**config.mk**
```make
export PLATFORM = sky130hd
export DESIGN_NAME = alu_arbiter
export DESIGN_NICKNAME = d
export VERILOG_FILES = /design/src/rtl/alu_arbiter_pkg.sv /design/src/rtl/alu_arbiter_rr.sv /design/src/rtl/alu_arbiter.sv
export SDC_FILE = /design/constraint.sdc
export NUM_CORES = 1
export LEC_CHECK = 0
export BUFFER_PORTS_ARGS = -buffer_cell sky130_fd_sc_hd__buf_2
export CAP_MARGIN = 5
export CELL_PAD_IN_SITES_DETAIL_PLACEMENT = 0
export CELL_PAD_IN_SITES_GLOBAL_PLACEMENT = 2
export CORE_MARGIN = 1.5
export CORE_UTILIZATION = 27
export DETAILED_ROUTE_END_ITERATION = 7
export HOLD_SLACK_MARGIN = 0.1
export PLACE_DENSITY_LB_ADDON = 0.25
export SLEW_MARGIN = 20
export SYNTH_ARGS = -nofsm -noshare
export SYNTH_HDL_FRONTEND = slang
export SYNTH_HIERARCHICAL = 1
export SYNTH_SLANG_ARGS = --single-unit
export TNS_END_PERCENT = 1
```
**constraint.sdc**
```tcl
create_clock -name i_clk -period 3.5 [get_ports i_clk]
set_clock_uncertainty 0.15 [all_clocks]
set_input_delay 0.35 -clock i_clk [delete_from_list [all_inputs] [get_ports i_clk]]
set_output_delay 0.35 -clock i_clk [all_outputs]
set_load 0.005 [all_outputs]
```
**src/rtl/alu_arbiter_pkg.sv**
```systemverilog
// Shared types for alu_arbiter: FSM state encoding and the ALU control code map.
// The codes are passed through unchecked; they are named here for clarity in users and benches.
package alu_arb_pkg;

  typedef enum logic [1:0] {
    ST_IDLE = 2'd0,
    ST_EXEC = 2'd1,
    ST_RESP = 2'd2
  } arb_state_t;

  localparam int ALU_CTRL_W = 4;

  localparam logic [ALU_CTRL_W-1:0] ALU_AND   = 4'd0;
  localparam logic [ALU_CTRL_W-1:0] ALU_OR    = 4'd1;
  localparam logic [ALU_CTRL_W-1:0] ALU_ADD   = 4'd2;
  localparam logic [ALU_CTRL_W-1:0] ALU_NOR   = 4'd3;
  localparam logic [ALU_CTRL_W-1:0] ALU_XOR   = 4'd4;
  localparam logic [ALU_CTRL_W-1:0] ALU_SLL   = 4'd5;
  localparam logic [ALU_CTRL_W-1:0] ALU_SUB   = 4'd6;
  localparam logic [ALU_CTRL_W-1:0] ALU_SLT   = 4'd7;
  localparam logic [ALU_CTRL_W-1:0] ALU_LUI   = 4'd8;
  localparam logic [ALU_CTRL_W-1:0] ALU_SLLV  = 4'd9;
  localparam logic [ALU_CTRL_W-1:0] ALU_SRL   = 4'd10;
  localparam logic [ALU_CTRL_W-1:0] ALU_SRLV  = 4'd11;
  localparam logic [ALU_CTRL_W-1:0] ALU_SRA   = 4'd12;
  localparam logic [ALU_CTRL_W-1:0] ALU_SRAV  = 4'd13;
  localparam logic [ALU_CTRL_W-1:0] ALU_PASSA = 4'd14;
  localparam logic [ALU_CTRL_W-1:0] ALU_PASSB = 4'd15;

endpackage

```
**src/rtl/alu_arbiter_rr.sv**
```systemverilog
// Combinational round-robin arbiter: searches from last+1 upward with wrap, zero latency.
// Output is one-hot grant, encoded index and an any-grant flag; no backpressure of its own.
module rr_arbiter #(
  parameter int NREQ = 2,
  parameter int IDW  = $clog2(NREQ)
) (
  input  logic [NREQ-1:0] i_req,
  input  logic [IDW-1:0]  i_last,
  output logic [NREQ-1:0] o_gnt,
  output logic [IDW-1:0]  o_gnt_idx,
  output logic            o_gnt_vld
);

  logic [IDW-1:0] cand;

  always_comb begin
    o_gnt     = '0;
    o_gnt_idx = '0;
    o_gnt_vld = 1'b0;
    cand      = '0;
    // i runs 1..NREQ so the previous winner is examined last
    for (int i = 1; i <= NREQ; i++) begin
      cand = IDW'((int'(i_last) + i) % NREQ);
      if (!o_gnt_vld && i_req[cand]) begin
        o_gnt_vld   = 1'b1;
        o_gnt[cand] = 1'b1;
        o_gnt_idx   = cand;
      end
    end
  end

endmodule

```
**src/rtl/alu_arbiter.sv**
```systemverilog
// Shares one external ALU among NREQ requesters: accept -> EXEC (1 cycle) -> RESP, response valid 2 edges after accept.
// RESP holds until i_rsp_ready and blocks new accepts; ALU_ARB_OPCNT_EN adds the completed-op counter.
module alu_arbiter
  import alu_arb_pkg::*;
#(
  parameter int NBITS = 32,
  parameter int NREQ  = 2,
  parameter int IDW   = $clog2(NREQ)
) (
  input  logic                    i_clk,
  input  logic                    i_reset,
  input  logic [NREQ-1:0]         i_req_valid,
  output logic [NREQ-1:0]         o_req_ready,
  input  logic [NREQ*NBITS-1:0]   i_req_op_a,
  input  logic [NREQ*NBITS-1:0]   i_req_op_b,
  input  logic [NREQ*ALU_CTRL_W-1:0] i_req_ctrl,
  output logic [NBITS-1:0]        o_alu_op_a,
  output logic [NBITS-1:0]        o_alu_op_b,
  output logic [ALU_CTRL_W-1:0]   o_alu_ctrl,
  input  logic [NBITS-1:0]        i_alu_result,
  input  logic                    i_alu_zero,
  output logic                    o_rsp_valid,
  input  logic                    i_rsp_ready,
  output logic [IDW-1:0]          o_rsp_id,
  output logic [NBITS-1:0]        o_rsp_result,
  output logic                    o_rsp_zero,
  output logic [31:0]             o_op_count
);

  arb_state_t state_q, state_d;
  logic [IDW-1:0]        last_q, last_d;
  logic [IDW-1:0]        id_q, id_d;
  logic [NBITS-1:0]      alu_op_a_q, alu_op_a_d;
  logic [NBITS-1:0]      alu_op_b_q, alu_op_b_d;
  logic [ALU_CTRL_W-1:0] alu_ctrl_q, alu_ctrl_d;
  logic                  rsp_valid_q, rsp_valid_d;
  logic [NBITS-1:0]      rsp_result_q, rsp_result_d;
  logic                  rsp_zero_q, rsp_zero_d;

  logic [NREQ-1:0] gnt;
  logic [IDW-1:0]  gnt_idx;
  logic            gnt_vld;

  rr_arbiter #(
    .NREQ (NREQ),
    .IDW  (IDW)
  ) u_rr (
    .i_req     (i_req_valid),
    .i_last    (last_q),
    .o_gnt     (gnt),
    .o_gnt_idx (gnt_idx),
    .o_gnt_vld (gnt_vld)
  );

  // Grant is only offered while idle; the arbiter never grants an invalid requester
  assign o_req_ready = (state_q == ST_IDLE) ? gnt : '0;

  always_comb begin
    state_d      = state_q;
    last_d       = last_q;
    id_d         = id_q;
    alu_op_a_d   = alu_op_a_q;
    alu_op_b_d   = alu_op_b_q;
    alu_ctrl_d   = alu_ctrl_q;
    rsp_valid_d  = rsp_valid_q;
    rsp_result_d = rsp_result_q;
    rsp_zero_d   = rsp_zero_q;

    case (state_q)
      ST_IDLE: begin
        if (gnt_vld) begin
          for (int k = 0; k < NREQ; k++) begin
            if (gnt[k]) begin
              alu_op_a_d = i_req_op_a[k*NBITS +: NBITS];
              alu_op_b_d = i_req_op_b[k*NBITS +: NBITS];
              alu_ctrl_d = i_req_ctrl[k*ALU_CTRL_W +: ALU_CTRL_W];
            end
          end
          id_d    = gnt_idx;
          last_d  = gnt_idx;
          state_d = ST_EXEC;
        end
      end
      ST_EXEC: begin
        rsp_result_d = i_alu_result;
        rsp_zero_d   = i_alu_zero;
        rsp_valid_d  = 1'b1;
        state_d      = ST_RESP;
      end
      ST_RESP: begin
        if (i_rsp_ready) begin
          rsp_valid_d = 1'b0;
          state_d     = ST_IDLE;
        end
      end
      default: begin
        rsp_valid_d = 1'b0;
        state_d     = ST_IDLE;
      end
    endcase
  end

  always_ff @(posedge i_clk or posedge i_reset) begin
    if (i_reset) begin
      state_q      <= ST_IDLE;
      last_q       <= IDW'(NREQ - 1);
      id_q         <= '0;
      alu_op_a_q   <= '0;
      alu_op_b_q   <= '0;
      alu_ctrl_q   <= '0;
      rsp_valid_q  <= 1'b0;
      rsp_result_q <= '0;
      rsp_zero_q   <= 1'b0;
    end else begin
      state_q      <= state_d;
      last_q       <= last_d;
      id_q         <= id_d;
      alu_op_a_q   <= alu_op_a_d;
      alu_op_b_q   <= alu_op_b_d;
      alu_ctrl_q   <= alu_ctrl_d;
      rsp_valid_q  <= rsp_valid_d;
      rsp_result_q <= rsp_result_d;
      rsp_zero_q   <= rsp_zero_d;
    end
  end

  assign o_alu_op_a   = alu_op_a_q;
  assign o_alu_op_b   = alu_op_b_q;
  assign o_alu_ctrl   = alu_ctrl_q;
  assign o_rsp_valid  = rsp_valid_q;
  assign o_rsp_id     = id_q;
  assign o_rsp_result = rsp_result_q;
  assign o_rsp_zero   = rsp_zero_q;

`ifdef ALU_ARB_OPCNT_EN
  logic [31:0] op_count_q, op_count_d;

  always_comb begin
    op_count_d = op_count_q;
    if (rsp_valid_q && i_rsp_ready) begin
      op_count_d = op_count_q + 32'd1;
    end
  end

  always_ff @(posedge i_clk or posedge i_reset) begin
    if (i_reset) begin
      op_count_q <= '0;
    end else begin
      op_count_q <= op_count_d;
    end
  end

  assign o_op_count = op_count_q;
`else
  assign o_op_count = '0;
`endif

endmodule
```
# [After elaboration in Yosys (flattened, before gate mapping)]
# Index checks and enable logic that the tools add are counted.
[totals] ff_bits=106 out_inout_bits=137 wordCells=57
[classes] n_addsub=2 order_cmp=4 n_eq_ne=4 muxes=26 bitwise=2 reduce_logical=10
[ops] operator="2-to-1 mux 32 bit" n=4
[ops] operator="2-to-1 mux 1 bit" n=11
[ops] operator="2-to-1 mux 2 bit" n=5
[ops] operator="2-to-1 mux 4 bit" n=2
[ops] operator="one-hot mux 2 bit (3 select lines)" n=1
[ops] operator="AND reduction 2 bit" n=3
[ops] operator="less-than comparator 1 x 2 -> 1 bit (second input constant)" n=2
[ops] operator="!= test 2 bit (second input constant)" n=2
[ops] operator="logical AND 1 bit" n=3
[ops] operator="one-hot mux 1 bit (3 select lines)" n=1
[ops] operator="AND reduction 3 bit" n=1
[ops] operator="adder 1 bit (second input constant)" n=2
[ops] operator="demux 1 bit (select 1 bit)" n=2
[ops] operator="== test 2 x 1 -> 1 bit (second input constant)" n=1
[ops] operator="== test 2 bit (second input constant)" n=1
[ops] operator=">= comparator 1 bit (second input constant)" n=2
[ops] operator="logical NOT 2 bit" n=1
[ops] operator="OR 2 bit" n=1
[ops] operator="nonzero test 2 bit" n=1
[ops] operator="logical NOT 1 bit" n=1
[ops] operator="NOT 1 bit" n=1

# [Logic depth before layout (Yosys ltp)]
# Gate-level depths: netlist of run 1.
[depth] ltp_word=10 depth_mapped=6

# [By module]
# Netlist of run 1, hierarchy kept.
[modules_own_cells] module="alu_arbiter" instances=1 cells_per_inst=339 area_per_inst_um2=5122.4 seq_area_each_um2=2653.8
[modules_own_cells] module="rr_arbiter" instances=1 cells_per_inst=5 area_per_inst_um2=32.5 seq_area_each_um2=0.0

# [Least setup slack after synthesis of run 1]
# OpenSTA, ideal clock, no wires.
[synth_path] path_kind="register to register" startpoint="register last_q" endpoint="register alu_ctrl_q[0] (netlist: o_alu_ctrl[0])" setup_ns=0.125 arrival_time_ns=1.628 slack_ns=1.597 stages_incl_launch_ff=7 cell_sequence="dfstp_2 > a21boi_0 > buf_2 > buf_4 > buf_2 > mux2_2 > mux2_4"
[synth_between] elab_chain_len=10
[synth_lines] element="start, declared" line="alu_arbiter.sv:31" source="logic [IDW-1:0] last_q, last_d;"
[synth_lines] element="start signal, assigned" line="alu_arbiter.sv:106" source="last_q <= IDW'(NREQ - 1);"
[synth_lines] element="start signal, assigned" line="alu_arbiter.sv:116" source="last_q <= last_d;"
[synth_lines] element="adder 1 bit" line="alu_arbiter_rr.sv:23" source="cand = IDW'((int'(i_last) + i) % NREQ);"
[synth_lines] element="less-than comparator 1 x 2 -> 1 bit (implied by the code) / >= comparator 1 bit (equally long branches)" line="alu_arbiter_rr.sv:26" source="o_gnt[cand] = 1'b1;"
[synth_lines] element="logical AND 1 bit (implied by the code)" line="alu_arbiter_rr.sv:26"
[synth_lines] element="2-to-1 mux 1 bit (implied by the code)" line="alu_arbiter_rr.sv:26"
[synth_lines] element="demux 1 bit (select 1 bit)"
[synth_lines] element="2-to-1 mux 2 bit" line="alu_arbiter_rr.sv:24" source="if (!o_gnt_vld && i_req[cand]) begin"
[synth_lines] element="OR 2 bit (no line)"
[synth_lines] element="2-to-1 mux 2 bit (*)" line="alu_arbiter_rr.sv:24"
[synth_lines] element="net gnt[1]" line="alu_arbiter.sv:40" source="logic [NREQ-1:0] gnt;"
[synth_lines] element="nonzero test 2 bit (no line)"
[synth_lines] element="AND reduction 3 bit (no line)"
[synth_lines] element="end signal, assigned" line="alu_arbiter.sv:120" source="alu_ctrl_q <= alu_ctrl_d;"
[synth_lines] element="end, declared" line="alu_arbiter.sv:35" source="logic [ALU_CTRL_W-1:0] alu_ctrl_q, alu_ctrl_d;"
# Mark *: on every way through the listed nets, which the timed path passes. The rest lies on a longest branch. The select of a mux whose other input is x is not followed.
# A chain may end at the register's enable or synchronous reset.

# [Final worst setup path of run 1]
[layout_path] startpoint="register last_q" endpoint="output port o_req_ready[1]"
[layout_between] elab_chain_len=9
[layout_lines] element="adder 1 bit" line="alu_arbiter_rr.sv:23"
[layout_lines] element="less-than comparator 1 x 2 -> 1 bit (implied by the code) / >= comparator 1 bit (equally long branches)" line="alu_arbiter_rr.sv:26"
[layout_lines] element="logical AND 1 bit (implied by the code)" line="alu_arbiter_rr.sv:26"
[layout_lines] element="2-to-1 mux 1 bit (implied by the code)" line="alu_arbiter_rr.sv:26"
[layout_lines] element="demux 1 bit (select 1 bit)"
[layout_lines] element="2-to-1 mux 2 bit" line="alu_arbiter_rr.sv:24"
[layout_lines] element="OR 2 bit (no line)"
[layout_lines] element="2-to-1 mux 2 bit (*)" line="alu_arbiter_rr.sv:24"
[layout_lines] element="net gnt[1]" line="alu_arbiter.sv:40"
[layout_lines] element="2-to-1 mux 2 bit (*)" line="alu_arbiter.sv:56" source="assign o_req_ready = (state_q == ST_IDLE) ? gnt : '0;"
[layout_lines] element="end, declared" line="alu_arbiter.sv:13" source="output logic [NREQ-1:0] o_req_ready,"
# Marks and branches as above.

==> results of run 1 <==
[Yosys cell counts]
library cell,n,area share
mux2_2,151,0.33
dfrtp_1,105,0.51
buf_4,37,0.054
mux2_4,20,0.058
buf_2,6,0.0058
clkbuf_1,5,0.0036
a21boi_0,2,0.0029
buf_12,2,0.0078
inv_1,2,0.0015
nor3b_1,2,0.0029
a21boi_1,1,0.0015
a21o_1,1,0.0015
buf_8,1,0.0029
conb_1,1,0.00073
dfstp_2,1,0.0051
nor2_1,1,0.00073
nor2b_1,1,0.0012
nor3b_4,1,0.0036
o21a_1,1,0.0015
o21a_4,1,0.0029
o21ai_0,1,0.00097
or2_1,1,0.0012
[cells by family after synthesis]
kind of cell	share of synthesized area
simple gates	0.00971
mux	0.388
buf+inv	0.0755
other cells	0.000727
compound gates	0.0112
flops	0.515
[metal layers]
metal	up-vias	GRT usage	share of wire
li1	1767	-	-
met1	1773	0.157	0.40
met2	158	0.232	0.51
met3	14	0.0394	0.077
met4	0	0.0499	0.014
met5	-	0	0
[worst max-delay path: cells and delay by family, from the launching register on]
family	cells	cell delay, ns
buffers and inverters	2	0.86
DFF	1	0.40
and+or+nand+nor	1	0.32
AOI/OAI and AO/OA	1	0.17
[stage by stage]
stage                     area [um2]  instances
after detailed placement        6650        840
after floorplan                 5270        375
after global routing            7280        890
after global placement          6650        840
final                           7280        890
after CTS                       7280        890
[cell type report]
cell class / count / share of cell area
tap: 234 / 0.0402
multi-input combinational: 216 / 0.308
inverter: 2 / 0.00137
sequential: 106 / 0.364
clock buffer: 10 / 0.0328
timing repair buffer: 316 / 0.245
clock inverter: 6 / 0.00790
[power breakdown]
group	internal [uW]	switching [uW]	leakage, uW
logic	1430	925	0.00215
clock network	521	499	0.000147
registers	1870	318	0.00125
total	3820	1740	0.00354
[registers in the layout, indices dropped and copies added (netlist names)]
register,flops
state_q,2
o_alu_ctrl,4
o_alu_op_a,32
o_rsp_id,1
o_rsp_zero,1
last_q,1
o_rsp_valid,1
o_rsp_result,32
o_alu_op_b,32
[what timing repair did]
item,CTS,global route
hold buffers,34,0
gates resized for setup,0,0
endpoints found under the hold margin,74,0
[worst paths after layout]
| kind | end | slack (ns) |
|---|---|---|
| min in group asynchronous | o_alu_op_a[5]$_DFFE_PP0P_ | 0.45 |
| worst max-delay path | o_req_ready[1] | 0.79 |
| worst max register to register | o_alu_op_a[24]$_DFFE_PP0P_ | 1.12 |
| worst min register to register | o_rsp_valid$_DFFE_PP0P_ | 0.35 |
| max in group asynchronous | last_q$_DFFE_PP1P_ | 1.94 |
| worst min-delay path | o_rsp_valid$_DFFE_PP0P_ | 0.14 |
==> reports/metrics.cfg, run 1 <==
[clock_network]
numClockSinks = 106
cts_tree = yes
path_clk_slew_ns = 0.07
cts-htree-levels = 3
clockRootBuffer = clkbuf_16
clock_path_buffers = 2
post_cts_buffers = 0
cts_made_buffers = 9
clk_latency_ns = 0.35

[floorplanning]
fp.dieH_um = 141
io_pins = 311
die_area_um2 = 19900
floorplan.initialDensity = 0.276
die_w_um = 141
core_area_um2 = 18700
rows = 50

[worst_setup_path]
crit_fanout = 69
crit_type = register to primary output
critPathLaunchType = register
worst_setup_path_end_kind = primary output
rr_worst_depth = 5
cpMaxStageDelayCell = buf_4
critPathLaunch = last_q$_DFFE_PP1P_
path_cells = a21boi_4, buf_4, nor3b_1, buf_2
worstReg2RegStart = last_q$_DFFE_PP1P_
cp.required_ns = 3.00
worstPathArrival_ns = 2.21
cpPeakStageDelay_ns = 0.68

[grt]
overflow = 0
antenna_found_initial = 0
grt_max_degree = 70
grt_pass1_wl_mm = 20.6
grt_pass1_vias = 3849
grtUsageTotal = 0.134

[final_layout]
drive_gt1_frac = 0.724
fin_util = 0.389
mostFrequentLayoutCell = buf_2
multi_input_area_um2 = 2240
fin_nets = 825
n_antenna_cell = 0
nFillCells = 1866
final-seq-area_um2 = 2650
area_growth_pct = 41.3
final_cell_mix = 278 x buf_2, 151 x mux2_2, 105 x dfrtp_1

[sta]
worst_pin_slew_ns = 0.920
slew_viol_final = 0
holdWs_ns = 0.136
period_needed_ns = 2.71
period_share = 0.775
rsz0062_at_grt = false
setup_viol = 0
finalHoldViolCount = 0
maxSlewHeadroom = 0.387
timing.final.ws_setup_ns = 0.787
max_freq_mhz = 369
setup_tns_ns = 0

[drt]
totalWireLength_mm = 13.2
drc = 0
post_drt_wl_per_cell_um = 14.8
drt_iter0_markers = 56
postRouteAntennaNets = 0
vias_per_cell = 4.17
via_count = 3712
drt-pass1-iter-count = 4

[synthesis]
syn-cell-area_um2 = 5150
synth_warnings = 6
synthCells = 344
syn_area_per_cell_um2 = 15.0
ys_ff_latch = 106
seq_area_frac_synth = 0.515
netlist-cell-type-count = 22

[power_and_ir_drop]
total_power_uw = 5560
peakVddDrop_mv = 0.250
powerDensity_nw_per_um2 = 763
cellLeakagePower_uw = 0.00354

[hold_path]
hp-class = primary input to register
min_from = i_rsp_ready
whs_path_depth = 3

[outcome]
outcome = finished clean

[placement]
pre_cts_ws_ns = 1.04
hpwlAfterDp_mm = 9.45
io_buffers = 278
place.gp.congestion = 0.689

[job]
max_cap_violations = 0

(Power assumes the default switching activity.)
==> inputs of run 2 (changes only) <==
==> constraint.sdc (replaced) <==
create_clock -name i_clk -period 2.6 [get_ports i_clk]
set_clock_uncertainty 0.15 [all_clocks]
set_input_delay 0.26 -clock i_clk [delete_from_list [all_inputs] [get_ports i_clk]]
set_output_delay 0.26 -clock i_clk [all_outputs]
set_load 0.005 [all_outputs]
==> reports/metrics.cfg, run 2 (synthesis gave the netlist of run 1 again) <==
[outcome]
outcome = finished clean  ; unchanged

[clock_network]
cts_made_buffers = 9  ; unchanged
clock_path_buffers = 2  ; unchanged
clockRootBuffer = clkbuf_16  ; unchanged
post_cts_buffers = 0  ; unchanged
cts_hold_buf = 55  ; was 34
cts-htree-levels = 3  ; unchanged
path_clk_slew_ns = 0.08  ; was 0.07 ns
numClockSinks = 106  ; unchanged
clk_latency_ns = 0.35  ; about the same
cts_tree = yes  ; unchanged
cts_repair_resize_count = 0  ; unchanged

[grt]
grt_pass1_vias = 3956  ; was 3849
grtUsageTotal = 0.133  ; was 0.134
overflow = 0  ; unchanged
grt_pass1_wl_mm = 20.7  ; was 20.6 mm
antenna_found_initial = 0  ; unchanged
grt_max_degree = 39  ; was 70

[worst_setup_path]
path_cells = a21boi_4, buf_4, mux2_2, dlygate4sd3_1, mux2_2  ; was a21boi_4, buf_4, nor3b_1, buf_2
crit_fanout = 38  ; was 69
worst_setup_path_end_kind = register  ; was primary output
critPathLaunchType = register  ; unchanged
crit_type = register to register  ; was register to primary output
cp.required_ns = 2.69  ; was 3.00 ns
cpPeakStageDelay_ns = 0.56  ; was 0.68 ns
cpMaxStageDelayCell = dlygate4sd3_1  ; was buf_4
worstPathArrival_ns = 2.60  ; was 2.21 ns
crit_top_cell = mux2_2

[placement]
place.gp.congestion = 0.755  ; was 0.689
dpl_cell_area_um2 = 6700  ; was 6650 um2
io_buffers = 278  ; unchanged
hpwlAfterDp_mm = 9.90  ; was 9.45 mm

[sta]
slew_viol_final = 0  ; unchanged
worst_pin_slew_ns = 0.619  ; was 0.920 ns
finalHoldViolCount = 0  ; unchanged
setup_viol = 0  ; unchanged
maxSlewHeadroom = 0.586  ; was 0.387
setup_tns_ns = 0  ; unchanged
max_freq_mhz = 399
period_share = 0.964
rsz0062_at_grt = false  ; unchanged
period_needed_ns = 2.51
holdWs_ns = 0.116  ; was 0.136 ns

[drt]
vias_per_cell = 4.13  ; was 4.17
via_count = 3789  ; was 3712
drt-pass1-iter-count = 3  ; was 4
drt_iter0_markers = 63  ; was 56
drc = 0  ; unchanged
post_drt_wl_per_cell_um = 14.5  ; was 14.8 um
postRouteAntennaNets = 0  ; unchanged
totalWireLength_mm = 13.3  ; was 13.2 mm

[power_and_ir_drop]
powerDensity_nw_per_um2 = 1010  ; was 763 nW/um2
peakVddDrop_mv = 0.391  ; was 0.250 mV
cellLeakagePower_uw = 0.00366  ; was 0.00354 uW
total_power_uw = 7630  ; was 5560 uW

[final_layout]
drive_gt1_frac = 0.704  ; was 0.724
final-seq-area_um2 = 2650  ; unchanged
multi_input_area_um2 = 2240  ; unchanged
fin_area_um2 = 7560  ; was 7280 um2
n_antenna_cell = 0  ; unchanged
final_cell_mix = 278 x buf_2, 151 x mux2_2, 105 x dfrtp_1  ; unchanged
nFillCells = 1841  ; was 1866
area_growth_pct = 46.7  ; was 41.3%
mostFrequentLayoutCell = buf_2  ; unchanged
fin_nets = 852  ; was 825

[job]
max_cap_violations = 0  ; unchanged

[floorplanning]
die_w_um = 141  ; unchanged
floorplan.initialDensity = 0.276  ; unchanged
core_area_um2 = 18700  ; unchanged
die_area_um2 = 19900  ; unchanged
io_pins = 311  ; unchanged
rows = 50  ; unchanged
fp.dieH_um = 141  ; unchanged

[hold_path]
hp-class = primary input to register  ; unchanged

## run 2: power by group
part / internal, uW / leakage [uW] / switching, uW / total (uW)
registers: 2510 / 0.00125 / 418 / 2930
logic: 2000 / 0.00227 / 1280 / 3280
clock network: 765 / 0.000149 / 660 / 1430
total: 5280 / 0.00366 / 2350 / 7630
## run 2: layout make-up
type | instances | share of cell area
clock buffer | 9 | 0.0298
sequential | 106 | 0.351
inverter | 2 | 0.00149
tap | 234 | 0.0387
timing repair buffer | 343 | 0.272
clock inverter | 7 | 0.0111
multi-input combinational | 216 | 0.296
## run 2: layer usage
metal,vias to the layer above,share of wire,wire length (um),global-route usage
met4,0,0.028,375,0.0652
met5,-,0,0,0
li1,1819,-,-,-
met1,1778,0.41,5480,0.159
met2,170,0.49,6550,0.224
met3,22,0.069,920,0.0326
## run 2: critical path: cells and delay by family, from the launching register on
kind	cells	cell delay (ns)
buf+inv	2	0.99
mux	2	0.65
flops	1	0.40
compound gates	1	0.19
## run 2: through the flow
step                std cells  worst slack, ns   util
finish                    917           0.0925  0.404
global route              917           0.0116  0.404
CTS                       917            0.110  0.404
detailed placement        846            0.459  0.358
global placement          846            0.520  0.358
floorplan                 375            0.697      -
## run 2: final timing paths
kind	start	end	slack (ns)	depth (start not counted)
worst min-delay path	i_req_op_b[17]	o_alu_op_b[17]$_DFFE_PP0P_	0.12	3
min in group asynchronous	i_reset	o_alu_op_b[16]$_DFFE_PP0P_	0.38	3
worst max-delay path	last_q$_DFFE_PP1P_	o_alu_op_a[20]$_DFFE_PP0P_	0.09	5
max in group asynchronous	i_reset	o_alu_op_a[3]$_DFFE_PP0P_	1.13	4
worst min register to register	o_rsp_valid$_DFFE_PP0P_	o_rsp_valid$_DFFE_PP0P_	0.33	1
worst max register to register	last_q$_DFFE_PP1P_	o_alu_op_a[20]$_DFFE_PP0P_	0.09	5
